**src/rtl/mmio_write_router.sv**
```systemverilog
// mmio_write_router: routes core stores into per-channel write FIFOs by address
// region. Each FIFO drains to its peripheral over a show-ahead valid/ready port.
// Stores that hit no region are dropped, and the router counts them and keeps
// the address of the most recent one.
module mmio_write_router #(
  parameter int unsigned          NUM_CH      = 2,
  parameter int unsigned          ADDR_W      = 32,
  parameter int unsigned          DATA_W      = 32,
  parameter int unsigned          FIFO_DEPTH  = 4,
  parameter logic [ADDR_W-1:0]    BASE_ADDR   = 32'h0001_0000,
  parameter int unsigned          REGION_LOG2 = 16
) (
  input  logic                       clk,
  input  logic                       rst,
  input  logic [ADDR_W-1:0]          in_addr,
  input  logic [DATA_W-1:0]          in_data,
  input  logic                       in_we,
  output logic                       in_stall,
  output logic [NUM_CH-1:0]          out_valid,
  output logic [NUM_CH*ADDR_W-1:0]   out_addr,
  output logic [NUM_CH*DATA_W-1:0]   out_data,
  input  logic [NUM_CH-1:0]          out_ready,
  output logic [15:0]                miss_count,
  output logic [ADDR_W-1:0]          miss_addr
);

  localparam int unsigned PTR_W   = $clog2(FIFO_DEPTH);
  localparam int unsigned CNT_W   = PTR_W + 1;
  localparam int unsigned CH_W    = (NUM_CH > 1) ? $clog2(NUM_CH) : 1;
  localparam int unsigned ENTRY_W = ADDR_W + DATA_W;

  logic [ADDR_W-1:0] off;
  logic [ADDR_W-1:0] off_hi;
  logic              match;
  logic [CH_W-1:0]   ch;
  logic [NUM_CH-1:0] ch_sel;
  logic [NUM_CH-1:0] full;
  logic [NUM_CH-1:0] push;
  logic [NUM_CH-1:0] pop;

  // Address decode: region index is the offset from the base, shifted down by the region size
  always_comb begin
    off    = in_addr - BASE_ADDR;
    off_hi = off >> REGION_LOG2;
    match  = (in_addr >= BASE_ADDR) && (off_hi < ADDR_W'(NUM_CH));
    ch     = off_hi[CH_W-1:0];
  end

  // One-hot channel select; the stall depends only on the address and the registered fill levels
  always_comb begin
    ch_sel = '0;
    for (int k = 0; k < NUM_CH; k++) begin
      if (match && (ch == CH_W'(k))) begin
        ch_sel[k] = 1'b1;
      end
    end
    push     = {NUM_CH{rst && in_we}} & ch_sel & ~full;
    pop      = {NUM_CH{rst}} & out_valid & out_ready;
    in_stall = rst && in_we && |(ch_sel & full);
  end

  for (genvar k = 0; k < NUM_CH; k++) begin : g_ch
    logic [ENTRY_W-1:0] mem [FIFO_DEPTH];
    logic [PTR_W-1:0]   wr_ptr;
    logic [PTR_W-1:0]   rd_ptr;
    logic [CNT_W-1:0]   count;
    logic [ENTRY_W-1:0] head;

    assign full[k]      = (count == CNT_W'(FIFO_DEPTH));
    assign out_valid[k] = (count != '0);
    assign head         = mem[rd_ptr];
    assign out_addr[k*ADDR_W +: ADDR_W] = head[ENTRY_W-1:DATA_W];
    assign out_data[k*DATA_W +: DATA_W] = head[DATA_W-1:0];

    // Storage write only; contents need no reset since count gates visibility
    always_ff @(posedge clk) begin
      if (push[k]) begin
        mem[wr_ptr] <= {in_addr, in_data};
      end
    end

    // Pointer and fill-level bookkeeping; a simultaneous push and pop leaves count unchanged
    always_ff @(posedge clk) begin
      if (!rst) begin
        wr_ptr <= '0;
        rd_ptr <= '0;
        count  <= '0;
      end else begin
        if (push[k]) begin
          wr_ptr <= wr_ptr + PTR_W'(1);
        end
        if (pop[k]) begin
          rd_ptr <= rd_ptr + PTR_W'(1);
        end
        case ({push[k], pop[k]})
          2'b10:   count <= count + CNT_W'(1);
          2'b01:   count <= count - CNT_W'(1);
          default: count <= count;
        endcase
      end
    end
  end

  // Unmatched stores: saturating counter plus last offending address
  always_ff @(posedge clk) begin
    if (!rst) begin
      miss_count <= '0;
      miss_addr  <= '0;
    end else if (in_we && !match) begin
      miss_addr <= in_addr;
      if (miss_count != 16'hFFFF) begin
        miss_count <= miss_count + 16'd1;
      end
    end
  end

endmodule

```
**config.mk**
```make
export PLATFORM = sky130hd
export DESIGN_NAME = mmio_write_router
export DESIGN_NICKNAME = d
export VERILOG_FILES = /design/src/rtl/mmio_write_router.sv
export SDC_FILE = /design/constraint.sdc
export NUM_CORES = 1
export LEC_CHECK = 0
export CAP_MARGIN = 10
export CORE_MARGIN = 5
export CORE_UTILIZATION = 60
export CTS_BUF_LIST = sky130_fd_sc_hd__clkbuf_8
export DETAILED_ROUTE_END_ITERATION = 6
export GPL_ROUTABILITY_DRIVEN = 1
export PLACE_DENSITY_LB_ADDON = 0.15
export SETUP_SLACK_MARGIN = 0.15
export SYNTH_ARGS = -nofsm -noshare
export SYNTH_HDL_FRONTEND = slang
export SYNTH_SLANG_ARGS = --single-unit
```
**constraint.sdc**
```tcl
create_clock -name clk -period 8.5 [get_ports clk]
set_input_delay 0.85 -clock clk [delete_from_list [all_inputs] [get_ports clk]]
set_output_delay 0.85 -clock clk [all_outputs]
set_load 0.02 [all_outputs]
```
==> results_dict.tcl <==
set metrics [dict create \
    sw_frac_of_total 0.2077 \
    antenna_left 0 \
    r2r_end "g_ch[1].mem[3][7]" \
    core_region_area_um2 35570 \
    fp.dieH_um 199.7 \
    yosysUniqueCellTypes 50 \
    path_cells "clkdlybuf4s50_1 > inv_1 > ha_1 > or4b_1 > o22ai_1 > a22oi_1 > or3_4 > nor4_1 > clkdlybuf4s50_1" \
    synth_warnings 0 \
    crit_start "in_addr[16]" \
    die-area_um2 39870 \
    worstMarginPinSlew_ns 1.142 \
    placed_cells_incl_taps 1718 \
    cts_tree "yes" \
    grt_pass1_wl_um 67500 \
    irDropWorstVdd_uv 128.8 \
    ff2ff_path_depth 4 \
    antenna_cells 0 \
    intPower_mw 4.252 \
    synth_area_per_cell_um2 20.48 \
    final_cell_area_um2 26150 \
    crit_family "buffers and inverters" \
    max_freq_mhz 184.4 \
    clock_latency_ns 0.61 \
    postCtsSetupRepairBufs 0 \
    synth_edf_count 512 \
    fin_skew_ns 0.02503 \
    syn-cell-area_um2 21590 \
    cp.depth 9 \
    syn-num-nets 1137 \
    rsz0062_at_grt "no" \
    layout_common_cells "edfxtp_1, clkdlybuf4s50_1, mux4_2" \
    cts.sinks 578 \
    grt_pass1_vias 11290 \
    tns_ns 0 \
    root_buffer "clkbuf_8" \
    numCtsBuffers 89 \
    die_x_um 199.7 \
    drv_slew 0 \
    start_util 0.6069 \
    cap_violations 0 \
    end_kind "output port" \
    dpl_cell_area_um2 24480 \
    crit_top_cell "clkdlybuf4s50_1" \
    drtIter0Drc 798 \
    rows 69 \
    clkPwrFrac 0.396 \
    grt-ovfl-total 0 \
    r2r-start "g_ch[1].count[0]" \
    clockBufferDepth 3 \
    hold_class "flip-flop to flip-flop" \
    critPathArrivalTime_ns 4.57 \
    dp.final_hpwl_um 26160 \
    nets 1431 \
    post_drt_wl_per_cell_um 23.96 \
    pwr-share-comb 0.026 \
    worst_hold_slack_ns 0.4641 \
    htreeDepth 3 \
    power_leakage_nw 8.281 \
    area_growth_pct 21.14 \
    power.switching_mw 1.115 \
    layout_min_cycle_time_ns 5.424 \
    route.detailed.drc 0 \
    path_max_fanout 17 \
    first_pass_iters 5 \
    synthCells 1054 \
    clk_pin_slew_ns 0.06 \
    hold_buffers 0 \
    place_congestion 0.7957 \
    viasPerCell 5.872 \
    start_kind "input port" \
    p_seq_frac 0.578 \
    crit_type "input port to output port" \
    track_usage 0.2270 \
    cp_slowest_cell "clkdlybuf4s50_1" \
    ys_seq_area_frac 0.7734 \
    min_period_over_period 0.6382 \
    synthArstFlopShare 0 \
    critical_path.endpoint "in_stall" \
    final_hold_viol_count 0 \
    status "finished clean" \
    synth_top_flop_cell "edfxtp_1" \
    wirelength_um 45100 \
    cp_num_buf_inv 3 \
    layout_commonest_cell "edfxtp_1" \
    grt_max_degree 70 \
    vias 11050 \
    setup_violations 0 \
    cts_resized 0 \
    pin_count 248 \
    slew_headroom 0.2388 \
    powerDensity_nw_per_um2 205.2 \
    port_buffers 247 \
    layoutNonFillerInstCount 1882 \
    required_ns 7.65 \
    ys_ff_latch 578 \
    drive_gt1_frac 0.1900 \
    cpPeakStageDelay_ns 0.93 \
    r2r_slack_ns 6.02 \
    antenna_found_initial 0 \
]
==> worst reg2reg max path, delay by kind of cell, from the launching register on <==
family,cells,cell delay [ns]
simple gates,3,1.33
flops,1,0.38
compound gates,1,0.32
==> metrics by stage <==
stage / util / worst slack [ns] / power [mW]
3_5_place_dp: 0.6883 / 3.134 / 3.302
2_1_floorplan: - / 3.849 / 3.205
4_1_cts: 0.7352 / 3.118 / 5.411
5_1_grt: 0.7352 / 2.883 / 5.560
3_3_place_gp: 0.6883 / 3.287 / 3.297
6_report: 0.7352 / 3.076 / 5.367
==> synthesized netlist by cell type, types with 8 or more instances <==
| cell | count | area share |
|---|---|---|
| a21oi_1 | 13 | 0.0030 |
| buf_1 | 18 | 0.0031 |
| clkbuf_1 | 23 | 0.0040 |
| dfxtp_1 | 66 | 0.061 |
| edfxtp_1 | 512 | 0.71 |
| ha_1 | 12 | 0.0070 |
| inv_1 | 18 | 0.0031 |
| mux4_2 | 128 | 0.13 |
| nand2_1 | 50 | 0.0087 |
| nand3_1 | 39 | 0.0090 |
| nor2_1 | 30 | 0.0052 |
| o21ai_0 | 32 | 0.0074 |
| or3_1 | 8 | 0.0023 |
| xor2_1 | 9 | 0.0037 |
==> per-layer routing <==
layer | up-vias | part of all wire | GRT usage
li1 | 4885 | - | -
met1 | 5664 | 0.41 | 0.3262
met2 | 441 | 0.48 | 0.3514
met3 | 61 | 0.091 | 0.06829
met4 | 0 | 0.014 | 0.05610
met5 | - | 0 | 0
==> logic make-up after synthesis <==
group / Yosys count / share of synthesized area
flip-flops: 578 / 0.7734
AND/OR/NAND/NOR: 178 / 0.04376
multiplexers: 134 / 0.1363
AO/OA/AOI/OAI: 70 / 0.01901
buffers and inverters: 67 / 0.01344
adder cells (fa/ha/maj): 14 / 0.008809
XOR/XNOR: 13 / 0.005274
==> final cells by class <==
type,instances,area (um2)
fillers,2136,9418
repair buffers,251,2497
well taps,461,576.8
multi-input cells,409,4624
inverters,19,71.32
flip-flops and latches,578,16710
clock inverters,65,307.8
clock buffers,99,1363
==> how the worst min path moves through the flow <==
stage,depth (start not counted),slack (ns),from,endpoint
floorplan,2,0.46,g_ch[0].count[2],g_ch[0].count[2]
global placement,2,0.44,miss_addr[15],miss_addr[15]
detailed placement,2,0.45,miss_addr[18],miss_addr[18]
CTS,2,0.46,miss_addr[18],miss_addr[18]
global route,2,0.49,miss_addr[3],miss_addr[3]
finish,2,0.46,miss_addr[18],miss_addr[18]
==> sequential cells by signal, summed over array words and instances (netlist names), named ones only <==
name	cells
g_ch.mem	512
miss_addr	32
miss_count	16
g_ch.count	6
g_ch.rd_ptr	4
g_ch.wr_ptr	4
==> power groups by stage <==
stage	registers (mW)	clock network (mW)	logic, mW
detailed placement	3.16	0	0.141
floorplan	3.17	0	0.0305
global route	3.10	2.31	0.153
CTS	3.10	2.17	0.141
finish	3.10	2.12	0.141
global placement	3.16	0	0.136
Note: power is estimated with default switching activity, not from simulation.
